===== config.mk =====
export PLATFORM = sky130hd
export DESIGN_NAME = bounded_updown_counter
export DESIGN_NICKNAME = d
export VERILOG_FILES = /design/src/rtl/bounded_updown_counter_pkg.sv /design/src/rtl/bud_next_calc.sv /design/src/rtl/bounded_updown_counter.sv
export SDC_FILE = /design/constraint.sdc
export NUM_CORES = 1
export LEC_CHECK = 0
export CAP_MARGIN = 30
export CORE_ASPECT_RATIO = 2
export CORE_MARGIN = 2
export CORE_UTILIZATION = 40
export DETAILED_ROUTE_END_ITERATION = 12
export PLACE_DENSITY = 0.75
export SYNTH_ARGS = -nofsm -noshare
export SYNTH_HDL_FRONTEND = slang
export SYNTH_SLANG_ARGS = --single-unit

===== constraint.sdc =====
create_clock -name clk -period 9.29 [get_ports clk]
set_input_delay 0.929 -clock clk [delete_from_list [all_inputs] [get_ports clk]]
set_output_delay 0.929 -clock clk [all_outputs]
set_load 0.005 [all_outputs]

===== src/rtl/bounded_updown_counter_pkg.sv =====
// Shared definitions for the bounded up/down counter: the out-of-range policy
// encodings and a helper that folds the reserved encoding onto HOLD.
package bounded_updown_counter_pkg;

    typedef enum logic [1:0] {
        MODE_HOLD = 2'd0,
        MODE_SAT  = 2'd1,
        MODE_WRAP = 2'd2,
        MODE_RSVD = 2'd3
    } mode_t;

    // The reserved encoding is treated exactly like HOLD.
    function automatic mode_t decode_mode(input logic [1:0] raw);
        mode_t m;
        case (raw)
            2'd1:    m = MODE_SAT;
            2'd2:    m = MODE_WRAP;
            default: m = MODE_HOLD;
        endcase
        return m;
    endfunction

endpackage


===== src/rtl/bud_next_calc.sv =====
// Combinational next-state logic for the bounded up/down counter.
// Computes the step candidate two bits wider than the count so that neither
// the add nor the subtract can overflow, compares it against the bounds and
// applies the selected out-of-range policy.
module bud_next_calc
    import bounded_updown_counter_pkg::*;
#(
    parameter int WIDTH = 8
) (
    input  logic signed [WIDTH-1:0] q,
    input  logic                    ld,
    input  logic signed [WIDTH-1:0] load_val,
    input  logic                    up,
    input  logic                    dn,
    input  logic signed [WIDTH-1:0] step,
    input  logic signed [WIDTH-1:0] lo,
    input  logic signed [WIDTH-1:0] hi,
    input  logic [1:0]              mode,
    output logic signed [WIDTH-1:0] q_next,
    output logic                    ovf_next,
    output logic                    unf_next,
    output logic                    bnd_err_next
);

    localparam int XW = WIDTH + 2;

    logic signed [XW-1:0] q_x_s;
    logic signed [XW-1:0] step_x_s;
    logic signed [XW-1:0] lo_x_s;
    logic signed [XW-1:0] hi_x_s;
    logic signed [XW-1:0] ld_x_s;
    logic signed [XW-1:0] cand_x_s;
    logic                 bnd_bad_s;
    mode_t                mode_s;

    // Sign-extend all operands and form the step candidate without truncation.
    always_comb begin
        q_x_s     = {{2{q[WIDTH-1]}}, q};
        step_x_s  = {{2{step[WIDTH-1]}}, step};
        lo_x_s    = {{2{lo[WIDTH-1]}}, lo};
        hi_x_s    = {{2{hi[WIDTH-1]}}, hi};
        ld_x_s    = {{2{load_val[WIDTH-1]}}, load_val};
        bnd_bad_s = (lo_x_s > hi_x_s);
        mode_s    = decode_mode(mode);
        if (up) begin
            cand_x_s = q_x_s + step_x_s;
        end else begin
            cand_x_s = q_x_s - step_x_s;
        end
    end

    // Select the next count and event pulses: load, then step, else hold.
    always_comb begin
        q_next       = q;
        ovf_next     = 1'b0;
        unf_next     = 1'b0;
        bnd_err_next = bnd_bad_s;
        if (ld) begin
            if (bnd_bad_s) begin
                q_next = load_val;
            end else if (ld_x_s > hi_x_s) begin
                q_next = hi;
            end else if (ld_x_s < lo_x_s) begin
                q_next = lo;
            end else begin
                q_next = load_val;
            end
        end else if ((up || dn) && !bnd_bad_s) begin
            if (cand_x_s > hi_x_s) begin
                ovf_next = 1'b1;
                case (mode_s)
                    MODE_SAT:  q_next = hi;
                    MODE_WRAP: q_next = lo;
                    default:   q_next = q;
                endcase
            end else if (cand_x_s < lo_x_s) begin
                unf_next = 1'b1;
                case (mode_s)
                    MODE_SAT:  q_next = lo;
                    MODE_WRAP: q_next = hi;
                    default:   q_next = q;
                endcase
            end else begin
                q_next = cand_x_s[WIDTH-1:0];
            end
        end else begin
            q_next = q;
        end
    end

endmodule


===== src/rtl/bounded_updown_counter.sv =====
// Bounded signed up/down counter with HOLD / SAT / WRAP out-of-range policy.
// All outputs are registered; next-state logic lives in bud_next_calc.
// Optional event counter enabled by defining BOUNDED_UPDOWN_COUNTER_EVT_EN.
module bounded_updown_counter
    import bounded_updown_counter_pkg::*;
#(
    parameter int WIDTH = 8,
    parameter int EVT_W = 8
) (
    input  logic                    clk,
    input  logic                    rst,
    input  logic                    ld,
    input  logic signed [WIDTH-1:0] load_val,
    input  logic                    up,
    input  logic                    dn,
    input  logic signed [WIDTH-1:0] step,
    input  logic signed [WIDTH-1:0] lo,
    input  logic signed [WIDTH-1:0] hi,
    input  logic [1:0]              mode,
    output logic signed [WIDTH-1:0] q,
    output logic                    ovf,
    output logic                    unf,
    output logic                    bnd_err
`ifdef BOUNDED_UPDOWN_COUNTER_EVT_EN
    ,
    input  logic                    evt_clr,
    output logic [EVT_W-1:0]        evt_cnt
`endif
);

    logic signed [WIDTH-1:0] q_r;
    logic                    ovf_r;
    logic                    unf_r;
    logic                    bnd_err_r;
    logic signed [WIDTH-1:0] q_next_s;
    logic                    ovf_next_s;
    logic                    unf_next_s;
    logic                    bnd_err_next_s;

    bud_next_calc #(
        .WIDTH (WIDTH)
    ) u_next (
        .q            (q_r),
        .ld           (ld),
        .load_val     (load_val),
        .up           (up),
        .dn           (dn),
        .step         (step),
        .lo           (lo),
        .hi           (hi),
        .mode         (mode),
        .q_next       (q_next_s),
        .ovf_next     (ovf_next_s),
        .unf_next     (unf_next_s),
        .bnd_err_next (bnd_err_next_s)
    );

    // Count, pulse and bound-error registers; reset cancels any pending step.
    always_ff @(posedge clk) begin
        if (rst) begin
            q_r       <= '0;
            ovf_r     <= 1'b0;
            unf_r     <= 1'b0;
            bnd_err_r <= 1'b0;
        end else begin
            q_r       <= q_next_s;
            ovf_r     <= ovf_next_s;
            unf_r     <= unf_next_s;
            bnd_err_r <= bnd_err_next_s;
        end
    end

    assign q       = q_r;
    assign ovf     = ovf_r;
    assign unf     = unf_r;
    assign bnd_err = bnd_err_r;

`ifdef BOUNDED_UPDOWN_COUNTER_EVT_EN
    localparam logic [EVT_W-1:0] EVT_MAX = {EVT_W{1'b1}};

    logic [EVT_W-1:0] evt_cnt_r;

    // Saturating event counter, updated in the same cycle the pulse registers,
    // so evt_cnt moves together with ovf/unf; clear beats increment.
    always_ff @(posedge clk) begin
        if (rst) begin
            evt_cnt_r <= '0;
        end else if (evt_clr) begin
            evt_cnt_r <= '0;
        end else if ((ovf_next_s || unf_next_s) && (evt_cnt_r != EVT_MAX)) begin
            evt_cnt_r <= evt_cnt_r + EVT_W'(1);
        end else begin
            evt_cnt_r <= evt_cnt_r;
        end
    end

    assign evt_cnt = evt_cnt_r;
`endif

endmodule


==> impl_metrics.env <==
export IMPL_ys_flop_type="dfxtp_1"
export IMPL_multi_input_area_sq_um=2021
export IMPL_rsz0062_at_grt="no"
export IMPL_routedWlPerCell_um=17.95
export IMPL_die_w_um=58.51
export IMPL_globalRoute_totalOverflow=0
export IMPL_place_gp_congestion=0.9922
export IMPL_synthAdderAreaFrac_pct=27.68
export IMPL_yosysWarningCount=0
export IMPL_dpl_cell_area_sq_um=2935
export IMPL_nets=454
export IMPL_drc=0
export IMPL_power_density_nw_per_um2=179.9
export IMPL_antenna_cells=0
export IMPL_ys_types=57
export IMPL_synthXorXnorAreaFrac_pct=5.158
export IMPL_clk_latency_ps=240
export IMPL_io_buffers=49
export IMPL_ff_latch_area_sq_um=220.2
export IMPL_relSlewSlack_pct=47.13
export IMPL_cts_tree="built"
export IMPL_cp_max_fo=11
export IMPL_vias=2615
export IMPL_pin_count=50
export IMPL_worstPathArrival_ps=6250
export IMPL_finalSetupViolations=0
export IMPL_synth_edf_count=0
export IMPL_dp_hpwl_um=6473
export IMPL_endpoint_kind="flip-flop"
export IMPL_cpMostUsedCell="ha_1"
export IMPL_antenna_found_initial=0
export IMPL_clk_pin_slew_ps=40
export IMPL_syn_num_nets=404
export IMPL_grt_pass1_wl_um=12450
export IMPL_critPathSlowestCell="o21ai_1"
export IMPL_clkSinkCount=11
export IMPL_post_cts_setup_buffer_count=0
export IMPL_final_hold_viol_count=0
export IMPL_critical_path_class="in -> reg"
export IMPL_cts_root_buf="clkbuf_16"
export IMPL_synth_commonest_cells="ha_1, inv_1, nor2_1"
export IMPL_dieArea_sq_um=6613
export IMPL_crit_chain="clkdlybuf4s50_1 -> inv_1 -> ha_1 -> a21oi_1 -> xor2_1 -> ha_1 -> and3_1 -> a221oi_1 -> o21ai_0 -> xor2_1 -> ha_1 -> a2111oi_0 -> o21ai_1 -> o21ai_1 -> mux2i_1 -> a221oi_1 -> a311o_1 -> a21oi_2"
export IMPL_reg2reg_depth=17
export IMPL_hold_class="reg -> reg"
export IMPL_grt_max_degree=20
export IMPL_avgViaCountPerCell=6.182
export IMPL_synthArstFlopShare_pct=0
export IMPL_maxSlewViolCount=0
export IMPL_ant_nets=0
export IMPL_tightest_slew_ps=787.7
export IMPL_ir_drop_uv=112.0
export IMPL_holdBufCountCts=0
export IMPL_fin_area_sq_um=3014
export IMPL_crit_buf_inv=2
export IMPL_synth_seq_area_share_pct=9.263
export IMPL_grt_pass1_vias=2705
export IMPL_final_fill_count=541
export IMPL_dieHeight_um=113.0
export IMPL_post_route_min_period_ps=6073
export IMPL_ctsResizeCount=0
export IMPL_drive_gt1_share_pct=3.039
export IMPL_synth_avg_cell_area_sq_um=7.595
export IMPL_synthCells=313
export IMPL_cts_buffers=3
export IMPL_ys_ff_latch=11
export IMPL_design_core_area_sq_um=5709
export IMPL_drtIter0Drc=108
export IMPL_cp_required_ps=9460
export IMPL_period_share_pct=65.37
export IMPL_leakage_uw=0.001396
export IMPL_syn_cell_area_sq_um=2377
export IMPL_p_total_uw=542.3
export IMPL_synthMuxAreaShare_pct=4.316
export IMPL_holdPathStages=2
export IMPL_tns_ps=0
export IMPL_path_depth=18
export IMPL_status="completed"
export IMPL_synth_area_leader_cell="ha_1"
export IMPL_num_rows=39
export IMPL_worstSetupStartpointType="input pin"
export IMPL_start_util_pct=41.64
export IMPL_cp_top_family="compound AO/OA/AOI/OAI gates"
export IMPL_synth_area_top_cells="ha_1, dfxtp_1, inv_1"
export IMPL_areaGrowthSynthToFinish_pct=26.79
export IMPL_max_stage_delay_ps=650
export IMPL_synth_simple_gate_area_share_pct=20.26
export IMPL_clock_skew_ps=2.941
export IMPL_grt_use_total_pct=24.64
export IMPL_post_route_util_pct=52.79
export IMPL_fmax_mhz=164.7
export IMPL_clock_path_buffers=2
export IMPL_dr_pass1_iters=4
export IMPL_cap_violations=0
export IMPL_synth_most_common_cell="ha_1"
export IMPL_synth_compound_area_share_pct=27.58
export IMPL_finalWirelength_um=7591
export IMPL_htreeDepth=1
export IMPL_synth_top_family_by_area="adder cells"
export IMPL_timing_reg2reg_setup_slack_ps=4610
export IMPL_yosysTopAreaCellShare_pct=26.84
export IMPL_whs_ps=501.6
## metrics by stage
step	std cells	worst slack, ps
CTS	423	3192
detailed placement	419	2944
finish	423	3217
global placement	418	2981
global route	423	2668
floorplan	313	4409
## sequential cells by signal (all words and copies together) (netlist names)
| signal | cells |
|---|---|
| unf | 1 |
| bnd_err | 1 |
| q | 8 |
| ovf | 1 |
## path summary, 6_finish.rpt
path	start	endpoint
worst max-delay path	step[0]	q[0]$_SDFFE_PP0P_
worst min-delay path	q[0]$_SDFFE_PP0P_	q[0]$_SDFFE_PP0P_
worst max register to register	q[0]$_SDFFE_PP0P_	q[0]$_SDFFE_PP0P_
worst min register to register	q[0]$_SDFFE_PP0P_	q[0]$_SDFFE_PP0P_
## layout make-up
cell class,instances,area share [%]
inverter,30,3.736
sequential,11,7.306
clock buffer,4,2.615
multi-input combinational,266,67.04
timing repair buffer,51,16.77
tap,61,2.532
## kinds of logic (layout without fill, tap and decap cells)
kind of cell | after synthesis | in the layout
XOR/XNOR | 14 | 14
buffers and inverters | 36 | 85
adder cells (fa/ha/maj) | 52 | 52
AO/OA/AOI/OAI | 92 | 92
AND/OR/NAND/NOR | 98 | 98
multiplexers | 10 | 10
flip-flops | 11 | 11
## metal layers
layer	wire (um)	global-route usage [%]	share of wire [%]
met1	2659	24.84	35
met2	4002	43.37	53
met3	348	2.057	4.6
met4	581	20.62	7.7
met5	0	0	0
## power breakdown
part	total (uW)	internal, uW	switching [uW]	leakage, uW
Clock	80.0	57.7	22.3	0.0000382
Sequential	64.6	56.5	8.12	0.0000908
Combinational	398	170	228	0.00127
## worst min-delay path, delay by kind of cell (launching register included)
family          cells  cell delay [ps]
flops               1              320
compound gates      1               50
simple gates        1               80
## placed cells by master, fill, tap and decap left out, drive strengths merged, types with 5 or more instances in the layout
cell type / n
mux2i: 8
xor2: 7
nand4: 5
clkdlybuf4s50: 49
a21oi: 22
dfxtp: 11
xnor2: 7
a211oi: 7
inv: 30
nand3: 10
o21ai: 13
a31oi: 5
nor2: 29
nor3: 5
a221oi: 5
nand2: 22
ha: 51
nor2b: 7
a211o: 5
Note: power is estimated with default switching activity, not from simulation.
